File: src/rtl/ttrng_debias_packer_if.sv
// Byte stream leaving the debias packer: head-of-FIFO data with a valid/ready handshake.
interface ttrng_debias_packer_if;
  logic [7:0] out_data;
  logic       out_valid;
  logic       out_ready;

  modport master (output out_data, output out_valid, input out_ready);
  modport slave  (input out_data, input out_valid, output out_ready);
endinterface

File: src/rtl/ttrng_debias_packer.sv
// Conditioning stage for raw ttrng bits: repetition-count health test, von Neumann
// debiasing, byte assembly and a small first-word-fall-through output FIFO.
module ttrng_debias_packer #(
  parameter int FIFO_DEPTH = 4,
  parameter int RCT_CUTOFF = 32
) (
  input  logic                        clk,
  input  logic                        rst_n,
  input  logic                        ena,
  input  logic                        raw_bit,
  input  logic                        raw_valid,
  input  logic                        clear,
  ttrng_debias_packer_if.master       out_if,
  output logic [$clog2(FIFO_DEPTH):0] fifo_count,
  output logic                        overflow,
  output logic                        health_fail
);

  localparam int PW = $clog2(FIFO_DEPTH);
  localparam int CW = PW + 1;
  localparam int RW = $clog2(RCT_CUTOFF + 1);

  logic          last_bit_q, last_bit_d;
  logic [RW-1:0] run_q, run_d;
  logic          health_fail_q, health_fail_d;
  logic          overflow_q, overflow_d;
  logic          half_q, half_d;
  logic          first_q, first_d;
  logic [2:0]    bit_cnt_q, bit_cnt_d;
  logic [7:0]    shift_q, shift_d;
  logic [PW-1:0] wr_ptr_q, wr_ptr_d;
  logic [PW-1:0] rd_ptr_q, rd_ptr_d;
  logic [CW-1:0] count_q, count_d;
  logic [7:0]    mem_q [FIFO_DEPTH];

  logic          sample;
  logic [RW-1:0] run_base;
  logic          run_same;
  logic [RW-1:0] run_next;
  logic          trip;
  logic          pass;
  logic          emit;
  logic          byte_done;
  logic [7:0]    new_byte;
  logic          full;
  logic          pop;
  logic          push;
  logic          drop;

  // A clear in the same cycle as a sample makes that sample the first of a new run.
  assign sample    = ena && raw_valid && !health_fail_q;
  assign run_base  = clear ? '0 : run_q;
  assign run_same  = (run_base != '0) && (raw_bit == last_bit_q);
  assign run_next  = !run_same ? RW'(1)
                   : (run_base == RW'(RCT_CUTOFF)) ? run_base
                   : run_base + RW'(1);
  assign trip      = sample && (run_next == RW'(RCT_CUTOFF));
  assign pass      = sample && !trip;

  // Pair 10 yields 1 and pair 01 yields 0, so the emitted bit is the stored first half.
  assign emit      = pass && half_q && (first_q != raw_bit);
  assign byte_done = emit && (bit_cnt_q == 3'd7);
  assign new_byte  = {shift_q[6:0], first_q};

  assign full      = (count_q == CW'(FIFO_DEPTH));
  assign pop       = (count_q != '0) && out_if.out_ready;
  assign push      = byte_done && (!full || pop);
  assign drop      = byte_done && full && !pop;

  always_comb begin
    last_bit_d    = last_bit_q;
    run_d         = run_q;
    health_fail_d = health_fail_q;
    overflow_d    = overflow_q;
    half_d        = half_q;
    first_d       = first_q;
    bit_cnt_d     = bit_cnt_q;
    shift_d       = shift_q;
    wr_ptr_d      = wr_ptr_q;
    rd_ptr_d      = rd_ptr_q;
    count_d       = count_q;

    if (clear) begin
      run_d         = '0;
      health_fail_d = 1'b0;
      overflow_d    = 1'b0;
    end
    if (sample) begin
      last_bit_d = raw_bit;
      run_d      = run_next;
    end
    if (drop) begin
      overflow_d = 1'b1;
    end

    // A tripped health test discards everything not yet handed to the consumer.
    if (trip) begin
      health_fail_d = 1'b1;
      half_d        = 1'b0;
      bit_cnt_d     = '0;
      shift_d       = '0;
      wr_ptr_d      = '0;
      rd_ptr_d      = '0;
      count_d       = '0;
    end else begin
      if (pass) begin
        if (!half_q) begin
          first_d = raw_bit;
          half_d  = 1'b1;
        end else begin
          half_d = 1'b0;
        end
      end
      if (emit) begin
        shift_d   = new_byte;
        bit_cnt_d = bit_cnt_q + 3'd1;
      end
      if (push) begin
        wr_ptr_d = wr_ptr_q + PW'(1);
      end
      if (pop) begin
        rd_ptr_d = rd_ptr_q + PW'(1);
      end
      count_d = count_q + CW'(push) - CW'(pop);
    end
  end

  always_ff @(posedge clk or negedge rst_n) begin
    if (!rst_n) begin
      last_bit_q    <= 1'b0;
      run_q         <= '0;
      health_fail_q <= 1'b0;
      overflow_q    <= 1'b0;
      half_q        <= 1'b0;
      first_q       <= 1'b0;
      bit_cnt_q     <= '0;
      shift_q       <= '0;
      wr_ptr_q      <= '0;
      rd_ptr_q      <= '0;
      count_q       <= '0;
    end else begin
      last_bit_q    <= last_bit_d;
      run_q         <= run_d;
      health_fail_q <= health_fail_d;
      overflow_q    <= overflow_d;
      half_q        <= half_d;
      first_q       <= first_d;
      bit_cnt_q     <= bit_cnt_d;
      shift_q       <= shift_d;
      wr_ptr_q      <= wr_ptr_d;
      rd_ptr_q      <= rd_ptr_d;
      count_q       <= count_d;
    end
  end

  // Storage needs no reset: empty entries are masked by the occupancy count.
  always_ff @(posedge clk) begin
    if (push) begin
      mem_q[wr_ptr_q] <= new_byte;
    end
  end

  assign out_if.out_data  = (count_q != '0) ? mem_q[rd_ptr_q] : 8'h00;
  assign out_if.out_valid = (count_q != '0);
  assign fifo_count       = count_q;
  assign overflow         = overflow_q;
  assign health_fail      = health_fail_q;

endmodule

File: src/flat_wrapper.sv
// flat-port wrapper written by rule: the top's interface ports become plain ports
module ttrng_debias_packer_flat 
#(
  parameter int FIFO_DEPTH = 4,
  parameter int RCT_CUTOFF = 32
)
  (clk, rst_n, ena, raw_bit, raw_valid, clear, fifo_count, overflow, health_fail, out_if_out_data, out_if_out_valid, out_if_out_ready);
  ttrng_debias_packer_if out_if_i ();
  input  logic clk;
  input  logic rst_n;
  input  logic ena;
  input  logic raw_bit;
  input  logic raw_valid;
  input  logic clear;
  output logic [$clog2(FIFO_DEPTH):0] fifo_count;
  output logic overflow;
  output logic health_fail;
  output wire logic [$bits(out_if_i.out_data)-1:0] out_if_out_data;
  output wire logic [$bits(out_if_i.out_valid)-1:0] out_if_out_valid;
  input wire logic [$bits(out_if_i.out_ready)-1:0] out_if_out_ready;
  assign out_if_out_data = out_if_i.out_data;
  assign out_if_out_valid = out_if_i.out_valid;
  assign out_if_i.out_ready = out_if_out_ready;
  ttrng_debias_packer #(.FIFO_DEPTH(FIFO_DEPTH), .RCT_CUTOFF(RCT_CUTOFF)) u_core (.clk(clk), .rst_n(rst_n), .ena(ena), .raw_bit(raw_bit), .raw_valid(raw_valid), .clear(clear), .out_if(out_if_i), .fifo_count(fifo_count), .overflow(overflow), .health_fail(health_fail));
endmodule
File: config.mk
export PLATFORM = sky130hd
export DESIGN_NAME = ttrng_debias_packer_flat
export DESIGN_NICKNAME = d
export VERILOG_FILES = /design/src/rtl/ttrng_debias_packer_if.sv /design/src/rtl/ttrng_debias_packer.sv /design/src/flat_wrapper.sv
export SDC_FILE = /design/constraint.sdc
export NUM_CORES = 1
export LEC_CHECK = 0
export CORE_MARGIN = 3
export CORE_UTILIZATION = 35
export DETAILED_ROUTE_END_ITERATION = 12
export GPL_TIMING_DRIVEN = 0
export PLACE_DENSITY = 0.61
export SLEW_MARGIN = 15
export SYNTH_ARGS = -nofsm -noshare
export SYNTH_HDL_FRONTEND = slang
export SYNTH_SLANG_ARGS = --single-unit
File: constraint.sdc
create_clock -name clk -period 3 [get_ports clk]
set_input_delay 0.3 -clock clk [delete_from_list [all_inputs] [get_ports clk]]
set_output_delay 0.3 -clock clk [all_outputs]
set_load 0.01 [all_outputs]
### Word level (Yosys, flattened, before mapping)

Memory sizes are Yosys's and may differ from the RTL's.
Index checks and enable logic that the tools add are counted.

* output and inout port bits: 14
* logic and storage cells: 74
* bits of input ports: 7
* memories: 1
* memory bits (writable): 32
* flip-flop bits (word level): 28

* bitwise gates (word level): 2
* equality and inequality tests: 6
* multiplexer cells: 22
* reductions and logical operators: 26
* add/subtract/negate cells: 6

Memory list
* u_core.mem_q: depth 4, bits a word 8, read ports 1, clocked after Yosys merged registers in 0, wr ports 1, line ttrng_debias_packer.sv:34 `logic [7:0] mem_q [FIFO_DEPTH];`

Operators by type and width (number)
* 2-to-1 mux 6 bit: 4
* 2-to-1 mux 7 bit: 2
* equality test 6 bit, second input constant: 2
* logical AND 1 bit: 12
* nonzero test 2 bit: 6
* 2-to-1 mux 3 bit: 3
* 2-to-1 mux 1 bit: 8
* 2-to-1 mux 2 bit: 4
* 2-to-1 mux 8 bit: 1
* adder 6 x 1 -> 6 bit, second input constant: 1
* equality test 3 bit, second input constant: 2
* nonzero test 6 bit: 1
* adder 2 x 1 -> 2 bit, second input constant: 2
* logical NOT 1 bit: 4
* adder 3 x 1 -> 3 bit: 1
* adder 3 x 1 -> 3 bit, second input constant: 1
* AND reduction 3 bit: 1
* nonzero test 3 bit: 1
* subtractor 3 x 1 -> 3 bit: 1
* NOT 1 bit: 2
* equality test 1 bit: 1
* logical OR 1 bit: 1
* != test 1 bit: 1

### Longest topological paths before layout

* depth in word-level cells: 15
* depth in mapped cells: 14
* depth with buffers taken out: 13

### Worst setup path before layout

No wires, ideal clock.

* path kind: reg2reg
* from: reg u_core.run_q[0]
* to: reg u_core.count_q[2], in the netlist u_core.fifo_count[2]
* path slack: 93 ps
* required time: 2869 ps
* arrival: 2776 ps
* setup time: 131 ps
* clock period less this slack: 2907 ps
* buffers on the path: 1
* stages on the path, launching flop included: 14
* cells stage by stage: dfrtp_1 buf_2 nand2_1 ha_1 nor4b_4 mux2i_1 a2111oi_4 nor2_1 ha_1 inv_1 fa_1 xor2_1 xnor2_1 nor2_1

* longest elaborated chain between the ends: 15
* elaborated cells between the ends (all ways): 18
* those cells by class: 3 x add/sub; 2 x eq/ne; 4 x mux; 9 x reduce/logical

RTL lines
* start: declaration: line ttrng_debias_packer.sv:24 `logic [RW-1:0] run_q, run_d;`
* start signal: assignment: line ttrng_debias_packer.sv:143 `run_q <= run_d;`
* 2-to-1 mux 6 bit (*)
* adder 6 x 1 -> 6 bit (tied with other cells): line ttrng_debias_packer.sv:56 `: run_base + RW'(1);`
* 2-to-1 mux 6 bit or logical AND 1 bit (tied branches): line ttrng_debias_packer.sv:55, ttrng_debias_packer.sv:53
* 2-to-1 mux 6 bit (*): line ttrng_debias_packer.sv:54 `assign run_next = !run_same ? RW'(1)`
* equality test 6 bit (*): line ttrng_debias_packer.sv:57 `assign trip = sample && (run_next == RW'(RCT_CUTOFF));`
* logical AND 1 bit (*): line ttrng_debias_packer.sv:57
* logical NOT 1 bit: line ttrng_debias_packer.sv:58 `assign pass = sample && !trip;`
* logical AND 1 bit: line ttrng_debias_packer.sv:58
* logical AND 1 bit (2 in a row): line ttrng_debias_packer.sv:61 `assign emit = pass && half_q && (first_q != raw_bit);`
* logical AND 1 bit: line ttrng_debias_packer.sv:62 `assign byte_done = emit && (bit_cnt_q == 3'd7);`
* logical AND 1 bit: line ttrng_debias_packer.sv:67 `assign push = byte_done && (!full || pop);`
* adder 3 x 1 -> 3 bit: line ttrng_debias_packer.sv:124 `count_d = count_q + CW'(push) - CW'(pop);`
* subtractor 3 x 1 -> 3 bit: line ttrng_debias_packer.sv:124
* 2-to-1 mux 3 bit (*): line ttrng_debias_packer.sv:97 `if (trip) begin`
* named net u_core.count_d[2]: line ttrng_debias_packer.sv:33 `logic [CW-1:0] count_q, count_d;`
* end signal: assignment: line ttrng_debias_packer.sv:152 `count_q <= count_d;`
* end: declaration: line ttrng_debias_packer.sv:33

Mark *: on every way through the listed nets, which the timed path passes. The rest lies on a longest branch.
A chain may end at the register's enable or synchronous reset.

### Final worst setup path

Ends and elaborated chain as after synthesis.

==> results.cfg <==
[power]
power_frac_comb_pct = 30.1
clockPowerShare_pct = 24.5
ir_drop_mv = 0.239
p_sw_share_pct = 29.3
p_int_uw = 1720
power.leakage_uw = 0.00130
p_per_area_nw_per_um2 = 731
p_seq_share_pct = 45.4
switchingPower_uw = 714

[clocking]
clockRootBuffer = clkbuf_8
clock_path_buffers = 2
clk_pin_slew_ns = 0.07
cts_tree = yes
clock-sinks = 60
htree_levels = 3
insertion_delay_ns = 0.33
numCtsBuffers = 9

[cells_and_area]
drive_gt1_share_pct = 15.2
fillers = 747
fin_util_pct = 42.8
syn2layout_area_growth_pct = 18.1
fin_nets = 256
diodes = 0

[logic_synthesis]
synth-main-ff-cell = edfxtp_1
synth_area_leaders = edfxtp_1 34%, dfrtp_1 25%, mux4_2 6.4%
synthArstFlopShare_pct = 46.7
syn_nets = 223
synth_area_leader_cell = edfxtp_1
syn-instance-count = 206
synthesis.area_um2 = 2820
yosys_register_bits = 60
syn_avg_cell_area_um2 = 13.7
synth_edf_count = 32
ys_warn_count = 0
synth_most_common_cell = edfxtp_1
ys_types = 42
seq_area_frac_synth_pct = 58.9
synth_common_cells = 32 x edfxtp_1, 28 x dfrtp_1, 17 x and2_1, 12 x nand2_1, 11 x nor2_1
yosysTopAreaCellShare_pct = 34.1

[sta]
finalSetupTns_ns = 0
period_share_pct = 94.0
finClkSkew_ns = 0.00628
worst_pin_slew_ns = 0.774
fmax_mhz = 355
period_needed_ns = 2.82
setup_violations = 0
hold_ws_ns = -0.00884
report.final.slew_viol_count = 0
hold_viol = 17
relSlewSlack_pct = 48.4

[global_route]
grt_pass1_wl_um = 8490
grtUsageMet3_pct = 3.44
grt_pass1_vias = 1746
grt_antenna_before_repair = 0
grtUsageTotal_pct = 12.5
met1_usage_pct = 16.4
overflow = 0
met2_usage_pct = 19.4
top_usage_layer = met2
grt_max_degree = 29

[status]
status = finished, violations left
violations = hold timing

[detailed_routing]
vias_per_cell = 5.04
via_count = 1743
ant_nets = 0
dr.first_iter.drc_count = 58
wirelength_um = 5110
post_drt_wl_per_cell_um = 14.8
drc = 0
dr.pass1.iters = 4

[worst_setup_path]
start_kind = register
arrival_ns = 3.02
critPathCaptureType = register
cp_max_fo = 9
critPathKind = register to register
critical_path_required_ns = 3.20
r2r_slack_ns = 0.18

[die]
dieWidth_um = 95.7
die_h_um = 95.7
start_util_pct = 36.3
io_pins = 21
floorplan.rows = 32
coreArea_um2 = 7770
die-area_um2 = 9170

[placed_design]
portBuffers = 19
place_congestion = 0.804
hpwlAfterDp_um = 3450

[flow_run]
maxCapViolCount = 0

[worst_hold_path]
min_path_type = input port to asynchronous set/reset pin
## logic make-up (layout without fill, tap and decap cells)
logic type	Yosys count	in the layout	synth area share [%]
AND/OR/NAND/NOR	68	68	13.8
flip-flops	60	60	58.9
AO/OA/AOI/OAI	32	32	9.68
XOR/XNOR	7	7	2.17
buffers and inverters	17	55	2.84
adder cells (fa/ha/maj)	10	10	4.70
multiplexers	12	12	7.86
## routing by layer
layer | up-vias | routed length, um
met2 | 35 | 2450
met4 | 0 | 89
met3 | 8 | 163
met5 | - | 0
met1 | 869 | 2410
li1 | 831 | -
## cell type report
| type | instances | area [um^2] | share of cell area, % |
|---|---|---|---|
| Sequential cell | 60 | 1660 | 49.9 |
| Multi-Input combinational cell | 129 | 1090 | 32.8 |
| Timing Repair Buffer | 22 | 208 | 6.24 |
| Clock buffer | 11 | 131 | 3.95 |
| Tap cell | 102 | 128 | 3.83 |
| Buffer | 8 | 46.3 | 1.39 |
| Inverter | 9 | 33.8 | 1.02 |
| Clock inverter | 5 | 28.8 | 0.865 |
## power by group through the flow
stage	sequential, uW	clock (uW)	combinational (uW)
after detailed placement	1120	0	746
after CTS	1110	614	750
after global placement	1110	0	733
after global routing	1120	658	828
after floorplan	1100	0	458
final	1100	595	734
## registers in the layout (all words and copies together) (netlist names)
register            flops
u_core.bit_cnt_q        3
u_core.fifo_count       3
u_core.shift_q          7
u_core.mem_q           32
u_core.run_q            6
u_core.first_q          1
u_core.health_fail      1
u_core.overflow         1
u_core.half_q           1
u_core.rd_ptr_q         2
u_core.wr_ptr_q         2
u_core.last_bit_q       1
## cells in the final DEF, fill, tap and decap left out, types with 2 or more instances in the layout
cell type        netlist  routed
buf_4                  0       3
clkinvlp_4             0       2
clkinv_2               0       2
mux4_2                 8       8
dfrtp_1               28      28
nor3_1                 4       4
ha_1                   9       8
or3_1                  3       3
a21oi_1                3       3
clkdlybuf4s50_1        0      18
xnor2_1                3       3
buf_2                  1       2
nand3_1                7       7
nand2_1               12      12
a22o_1                10      10
and2_1                17      17
o21ai_0                5       5
nand4_1                2       2
xor2_1                 4       4
a21o_1                 2       2
nor2b_1                2       2
nor2_1                11      10
a2111o_1               2       2
nand3b_1               3       3
mux2i_1                3       2
buf_6                  2       2
clkbuf_1               5       7
edfxtp_1              32      32
a22oi_1                3       3
clkbuf_8               0       9
inv_1                  9       9
## per-stage QoR
stage                     cells  area [um^2]  hold WS, ns  worst slack, ns  total power (uW)
final                       346         3330     -0.00884            0.181              2430
after global routing        346         3330       0.0204          -0.0125              2610
after CTS                   344         3310       0.0125           0.0503              2470
after detailed placement    327         3130        0.368           -0.330              1870
after global placement      327         3140        0.485           -0.344              1850
after floorplan             206         2820      0.00441           0.0927              1560
## critical path, cell delays in order (launching register included)
cell	delay, ns
dfrtp_1	0.36
buf_2	0.17
nand2_1	0.12
ha_2	0.22
nor4b_4	0.27
mux2i_2	0.34
a2111oi_4	0.12
nor2_4	0.14
ha_1	0.15
inv_1	0.05
fa_1	0.37
xor2_1	0.17
xnor2_1	0.14
nor2_1	0.05
## timing repair
item	CTS	global route
pin swaps	0	1
setup buffers	1	2
hold buffers	0	0
endpoints found under the setup margin	34	1
resized for setup	3	1
## final timing paths
kind,startpoint,end,cells past startpoint
min in group clk,clear,u_core.run_q[5],2
worst min-delay path,rst_n,u_core.run_q[1],1
worst max register to register,u_core.run_q[0],u_core.fifo_count[2],13
worst max-delay path,u_core.run_q[0],u_core.fifo_count[2],13
worst min register to register,u_core.bit_cnt_q[1],u_core.bit_cnt_q[1],1
max in group asynchronous,rst_n,u_core.shift_q[5],1
(Power assumes the default switching activity.)
